## src/rtl/uart_pkg.sv

```systemverilog
// Shared UART definitions: frame state encodings, data width and line idle level.
// Used by both the transmitter (uart_txd) and the receiver.
package uart_pkg;

  localparam int   UART_DATA_W     = 8;
  localparam logic UART_IDLE_LEVEL = 1'b1;

  typedef enum logic [2:0] {
    IDLE   = 3'd0,
    START  = 3'd1,
    DATA   = 3'd2,
    PARITY = 3'd3,
    STOP   = 3'd4
  } uart_state_e;

endpackage

```

## src/rtl/uart_txd.sv

```systemverilog
// UART transmitter: one byte per request, start + 8 data bits LSB first + optional parity + stop bit(s).
// Define UART_TXD_PARITY_EN to insert a parity bit (sense chosen by PARITY_ODD) after the data bits.
module uart_txd
  import uart_pkg::*;
#(
  parameter int STOP_BITS  = 1,
  parameter int PARITY_ODD = 0
) (
  input  logic                   clk,
  input  logic                   rst_n,
  input  logic                   i_tx_start,
  input  logic [UART_DATA_W-1:0] i_data,
  input  logic                   i_baudrate_tx_clk,
  output logic                   o_rs232_txd,
  output logic                   o_baudrate_tx_clk_en,
  output logic                   o_tx_ready,
  output logic                   o_tx_done
);

  localparam int          CNT_W     = $clog2(UART_DATA_W);
  localparam logic [CNT_W-1:0] BIT_LAST  = CNT_W'(UART_DATA_W - 1);
  localparam logic        STOP_LAST = 1'(STOP_BITS - 1);

  if (STOP_BITS < 1 || STOP_BITS > 2) begin : g_bad_stop_bits
    $error("uart_txd: STOP_BITS must be 1 or 2");
  end
  if (PARITY_ODD < 0 || PARITY_ODD > 1) begin : g_bad_parity_odd
    $error("uart_txd: PARITY_ODD must be 0 or 1");
  end

  uart_state_e            state_q;
  logic [UART_DATA_W-1:0] shift_q;
  logic [CNT_W-1:0]       bit_cnt_q;
  logic                   stop_cnt_q;
  logic                   txd_q;
  logic                   clk_en_q;
  logic                   ready_q;
  logic                   done_q;
`ifdef UART_TXD_PARITY_EN
  logic                   parity_q;
`endif

  // NOTE: every register here is sequential state, so it is assigned with <= only;
  // the async reset drives the line idle immediately, which abandons any frame in flight.
  always_ff @(posedge clk or negedge rst_n) begin
    if (!rst_n) begin
      state_q    <= IDLE;
      shift_q    <= '0;
      bit_cnt_q  <= '0;
      stop_cnt_q <= 1'b0;
      txd_q      <= UART_IDLE_LEVEL;
      clk_en_q   <= 1'b0;
      ready_q    <= 1'b1;
      done_q     <= 1'b0;
`ifdef UART_TXD_PARITY_EN
      parity_q   <= 1'b0;
`endif
    end else begin
      done_q <= 1'b0;
      unique case (state_q)
        IDLE: begin
          // Ticks are not looked at here, so a stray tick in the accept cycle is harmless.
          if (i_tx_start && ready_q) begin
            shift_q    <= i_data;
            stop_cnt_q <= 1'b0;
            state_q    <= START;
            txd_q      <= 1'b0;
            clk_en_q   <= 1'b1;
            ready_q    <= 1'b0;
`ifdef UART_TXD_PARITY_EN
            parity_q   <= (^i_data) ^ (PARITY_ODD != 0);
`endif
          end
        end
        START: begin
          if (i_baudrate_tx_clk) begin
            state_q   <= DATA;
            bit_cnt_q <= '0;
            txd_q     <= shift_q[0];
          end
        end
        DATA: begin
          if (i_baudrate_tx_clk) begin
            shift_q   <= {1'b0, shift_q[UART_DATA_W-1:1]};
            bit_cnt_q <= bit_cnt_q + 1'b1;
            if (bit_cnt_q == BIT_LAST) begin
`ifdef UART_TXD_PARITY_EN
              state_q <= PARITY;
              txd_q   <= parity_q;
`else
              state_q <= STOP;
              txd_q   <= UART_IDLE_LEVEL;
`endif
            end else begin
              txd_q <= shift_q[1];
            end
          end
        end
        PARITY: begin
          if (i_baudrate_tx_clk) begin
            state_q <= STOP;
            txd_q   <= UART_IDLE_LEVEL;
          end
        end
        STOP: begin
          if (i_baudrate_tx_clk) begin
            if (stop_cnt_q == STOP_LAST) begin
              state_q    <= IDLE;
              stop_cnt_q <= 1'b0;
              clk_en_q   <= 1'b0;
              ready_q    <= 1'b1;
              done_q     <= 1'b1;
            end else begin
              stop_cnt_q <= stop_cnt_q + 1'b1;
            end
          end
        end
        default: begin
          state_q  <= IDLE;
          txd_q    <= UART_IDLE_LEVEL;
          clk_en_q <= 1'b0;
          ready_q  <= 1'b1;
        end
      endcase
    end
  end

  assign o_rs232_txd          = txd_q;
  assign o_baudrate_tx_clk_en = clk_en_q;
  assign o_tx_ready           = ready_q;
  assign o_tx_done            = done_q;

endmodule
```

## config.mk

```make
export PLATFORM = sky130hd
export DESIGN_NAME = uart_txd
export DESIGN_NICKNAME = d
export VERILOG_FILES = /design/src/rtl/uart_pkg.sv /design/src/rtl/uart_txd.sv
export SDC_FILE = /design/constraint.sdc
export NUM_CORES = 1
export LEC_CHECK = 0
export CAP_MARGIN = 25
export CORE_ASPECT_RATIO = 1.25
export CORE_UTILIZATION = 30
export CTS_CLUSTER_SIZE = 8
export DETAILED_ROUTE_END_ITERATION = 10
export HOLD_SLACK_MARGIN = 0.08
export PLACE_DENSITY_LB_ADDON = 0.15
export SLEW_MARGIN = 25
export SYNTH_ARGS = -nofsm -noshare
export SYNTH_HDL_FRONTEND = slang
export SYNTH_SLANG_ARGS = --single-unit
```

## constraint.sdc

```tcl
create_clock -name clk -period 4.4 [get_ports clk]
set_input_delay 1.1 -clock clk [delete_from_list [all_inputs] [get_ports clk]]
set_output_delay 1.1 -clock clk [all_outputs]
set_load 0.03 [all_outputs]
```

==> results.yml <==
worst_setup_path:
  worstPathArrival_ps: 1530
  cp_num_buf_inv: 1
  cp-start-kind: "flip-flop"
  regToRegStartpoint: "state_q[1]"
  critPathKind: "flip-flop to output port"
  critPathCaptureType: "output port"
  max_stage_delay_ps: 670
  cp_max_fo: 3
  cp.depth: 1
  r2r_cells: 3
  path_cells: "clkdlybuf4s50_1"
  critical_path_required_ps: 3300
  r2r_setup_slack_ps: 2680
  cp_top_family: "buffers and inverters"
  reg2reg_to: "shift_q[7]"
  crit_slowest_cell: "clkdlybuf4s50_1"
global_routing:
  grt_pass1_vias: 617
  grt.overflow.total: 0
  grt_start_max_net_pins: 19
  grt_pass1_wl_um: 2930
  grt_usage_pct: 11.9
  grt_antenna_before_repair: 0
die:
  initial_core_util_pct: 31.6
  die_width_um: 51.6
  row_count: 22
  io_pins: 16
  die_y_um: 64.0
  dieArea_um2: 3300
  coreArea_um2: 2920
worst_hold_path:
  min-delay-start: "o_tx_ready"
  hold_end: "o_tx_ready"
  whs_path_depth: 2
  hold_path_class: "flip-flop to flip-flop"
timing:
  slew_headroom_pct: 45.7
  tightest_slew_ps: 812
  fin_crit_ps: 2630
  timing.fmax_mhz: 380
  fin_skew_ps: 0.833
  timing.final.ws_setup_ps: 1770
  period_share_pct: 59.8
  finalSetupViolations: 0
  rsz0062_at_grt: "no"
  fin_setup_tns_ps: 0
  hold_violations: 0
  drv_slew: 0
synthesis:
  avgSynthCellArea_um2: 11.5
  yosysTopAreaCell: "dfrtp_1"
  synthCells: 80
  synth-edff-count: 0
  ys_ff_latch: 18
  yosys-top-cells-area: "dfrtp_1 (43%), o221a_2 (8.5%), dfstp_2 (5.7%)"
  synth_top_area_share_pct: 43.4
  yosys-top-cells-count: "dfrtp_1 (16), o221a_2 (7), nand2b_1 (6), nand2_1 (5), nor2b_1 (5)"
  synth_flop_cell: "dfrtp_1"
  ys_seq_area_share_pct: 49.1
  async_flop_share_pct: 100
  synth_most_common_cell: "dfrtp_1"
  ys_warn_count: 0
  syn-num-nets: 94
  yosysUniqueCellTypes: 28
  syn-cell-area_um2: 922
clock_tree:
  cts_sinks: 18
  clk_pin_slew_ps: 100
  htree_levels: 1
  clock_latency_ps: 280
  clock_path_buffers: 2
  post_cts.repair.setup_buffers: 0
  cts_tree: "built"
  numCtsBuffers: 3
  cts_resized: 0
  cts_root_buf: "clkbuf_4"
  cts_hold_buf: 0
cells_and_area:
  drive_above_1_share_pct: 15.8
  nets: 110
  seq_area_um2: 453
  antennaDiodeCount: 0
  multi_input_area_um2: 443
  syn2layout_area_growth_pct: 21.6
  postLayoutCellArea_um2: 1120
  layout.cells.non_filler: 131
  fillers: 311
drt:
  via_count: 644
  dr.max_layer_used: "met4"
  wl_met2_um: 798
  wl_met3_um: 42
  postRouteAntennaNets: 0
  wl_per_cell_um: 13.3
  firstDrtPassIters: 4
  drcViolationCount: 0
  avgViaCountPerCell: 4.92
  drtIter0Drc: 21
  routed_wl_um: 1740
  wl_met1_um: 878
power:
  vdd_drop_max_mv: 0.217
  total_power_mw: 0.589
  power.density_nw_per_um2: 525
  p_leak_nw: 0.404
placement:
  placed_area_um2: 1090
  dpl.hpwl_um: 1220
  gp_congestion: 0.745
  portBuffers: 15
  dp_slack_ps: 1690
  dp_cells: 127
flow_run:
  maxCapViolations: 0
run_status:
  status: "finished, final reports clean"
==> sequential cells by signal (all words and copies together) (netlist names) <==
signal                count
bit_cnt_q                 3
o_tx_done                 1
o_baudrate_tx_clk_en      1
state_q                   3
shift_q                   8
o_rs232_txd               1
o_tx_ready                1
==> metal layers <==
layer | vias to the layer above | GRT usage, %
li1 | 326 | -
met1 | 307 | 16.8
met2 | 9 | 17.4
met3 | 2 | 1.67
met4 | 0 | 6.08
met5 | - | 0
==> cell families (layout without fill, tap and decap cells) <==
kind of cell | count (synthesis) | in the layout | share of synthesized area, %
fa+ha+maj | 2 | 2 | 2.71
flops | 18 | 18 | 49.1
compound gates | 22 | 22 | 19.1
mux | 2 | 2 | 2.71
buf+inv | 5 | 20 | 2.85
simple gates | 31 | 31 | 23.5
==> tightest hold or removal path: stages, from the launching register on <==
cell and delay, ps:
dfstp_2 400, inv_1 70, a2bb2oi_1 60
==> cells in the final DEF, fill, tap and decap left out, drive strengths merged, types with 3 or more instances in the layout <==
cell type	netlist	layout
o21ai	4	4
or2b	3	3
a21oi	3	3
o221a	7	7
clkdlybuf4s50	0	15
o2bb2ai	3	3
dfrtp	16	16
nand2	5	5
nand2b	6	6
clkbuf	3	4
nor2b	5	5
==> where the power goes <==
group	internal (mW)	leakage [nW]	total [mW]	switching (mW)
Sequential	0.229	0.200	0.286	0.0571
Clock	0.0352	0.0150	0.0825	0.0473
Combinational	0.126	0.189	0.220	0.0943
Total	0.390	0.404	0.589	0.199
==> cell type report <==
| class | instances | area share [%] |
|---|---|---|
| well taps | 36 | 4.02 |
| multi-input cells | 57 | 39.5 |
| flip-flops and latches | 18 | 40.4 |
| inverters | 1 | 0.335 |
| repair buffers | 15 | 13.4 |
| clock buffers | 4 | 2.34 |
==> how the worst max path moves through the flow <==
stage | slack (ps) | end | start
global placement | 1720 | shift_q[3] | i_baudrate_tx_clk
finish | 1770 | o_tx_ready | o_tx_ready
detailed placement | 1690 | shift_q[3] | i_baudrate_tx_clk
global route | 1720 | o_tx_ready | o_tx_ready
floorplan | 2430 | shift_q[7] | i_tx_start
CTS | 1750 | o_tx_ready | o_tx_ready
==> per-stage QoR <==
step	hold WS (ps)	utilization, %
after floorplan	474	-
after global placement	496	37.5
after detailed placement	508	37.5
after CTS	523	38.4
after global routing	539	38.4
final	520	38.4
Power figures use the tool's default switching activity.
==> patch (same flow settings) <==
The option `UART_TXD_PARITY_EN` is turned on by a define.
--- a/src/rtl/uart_txd.sv
+++ b/src/rtl/uart_txd.sv
@@ -1,5 +1,7 @@
 // UART transmitter: one byte per request, start + 8 data bits LSB first + optional parity + stop bit(s).
 // Define UART_TXD_PARITY_EN to insert a parity bit (sense chosen by PARITY_ODD) after the data bits.
+`define UART_TXD_PARITY_EN
+
 module uart_txd
   import uart_pkg::*;
 #(
Check against the original RTL: same outputs for any inputs over 10 cycles, from zero or initial values and one cycle with rst_n low; that may be too few to reach the edited logic, so the function may still have changed.
==> patch against the original RTL <==
Sequential cell count grew 1; worst setup slack gained 0.0044 ns; design area increased by 13%; sequential share of layout area fell by 2.8 points; non-clock buffer count is 1 higher; routed wire length is 18% higher; synthesized area rose by 15%.
Power is not compared: it rests on default switching activity, and its combinational part moved more than twofold at a synthesized area within 25%.
==> patch: results (changes against the original RTL) <==
nonclk buf count 16 (was 15); pre-CTS setup slack 1.63 ns (was 1.69 ns); vias in the first global route 798 (was 617); sequential area share after synthesis 45.2% (was 49.1%); DRT Pass-1 Iters 3 (was 4); Yosys cell types 32 (was 28); syn_area_per_cell 9.99 um2 (was 11.5 um2); status complete, no violations (unchanged); routability cong. 0.721 (was 0.745); largest net degree at the start of global routing 20 (was 19); commonest cells in the synthesized netlist 17 x dfrtp_1, 13 x nor2_1, 12 x nand2_1, 8 x mux2i_1 (was 16 x dfrtp_1, 7 x o221a_2, 6 x nand2b_1, 5 x nand2_1, 5 x nor2b_1); DRT iter0 DRCs 9 (was 21); Multi-In Gates 80 (was 57); Clock-cell share 3.64% (was 2.34%); Adder-Cell Fraction of Synth Area 2.36% (was 2.71%); via count 790 (was 644); total track usage 13.4% (was 11.9%); NonClk Buf Share 12.4% (was 13.4%); XOR/XNOR Fraction of Synth Area 6.62% (was 0%); Placed Cells 153 (was 127); worst skew pair latency 0.25 ns (was 0.28 ns); Synth Area in Compound Gates 16.2% (was 19.1%); FFs & Latches 19 (was 18); Mapped Nets 120 (was 94); Worst R2R Path Depth 6 (was 3); share of cells above drive strength 1 10.8% (was 15.8%); Metal-1 WL 931 um (was 878 um); Area contributors post-synth dfrtp_1 40%, mux2i_1 7.6%, xnor2_1 5.8% (was dfrtp_1 43%, o221a_2 8.5%, dfstp_2 5.7%); register share of the cell area 37.6% (was 40.4%); mux cell area share after synthesis 8.63% (was 2.71%); Cell Area, Placed 1220 um2 (was 1090 um2); peak fanout along the critical path 6 (was 3)
[patch: changes by cell type in the layout (fill, tap and decap cells not counted), moves of 4 or more]
cell,delta
o221a_2,-7
a21oi_1,+4
mux2i_1,+7
nand2_1,+7
nand2b_1,-6
nor2_1,+11
xnor2_1,+7
[patch: where the power goes]
| part | switching, uW | internal (uW) | leakage [uW] |
|---|---|---|---|
| logic | 16.6 | 18.5 | 0.000254 |
| registers | 0.293 | 175 | 0.000258 |
| clock network | 59.2 | 62.9 | 0.0000255 |
[patch: final timing paths]
check | endpoint | slack (ns)
setup / recovery | o_tx_ready | 1.77
hold / removal | o_tx_ready | 0.51
setup reg to reg | o_rs232_txd | 2.68
hold reg to reg | o_tx_ready | 0.51
max in group asynchronous | bit_cnt_q[2] | 2.52
min in group asynchronous | o_baudrate_tx_clk_en | 1.34
[patch: metal layers]
metal  vias to the layer above  track usage (%)
met4                         0             7.50
met1                       381             16.1
met2                        12             22.0
met3                         2             2.44
li1                        395                -
met5                         -                0
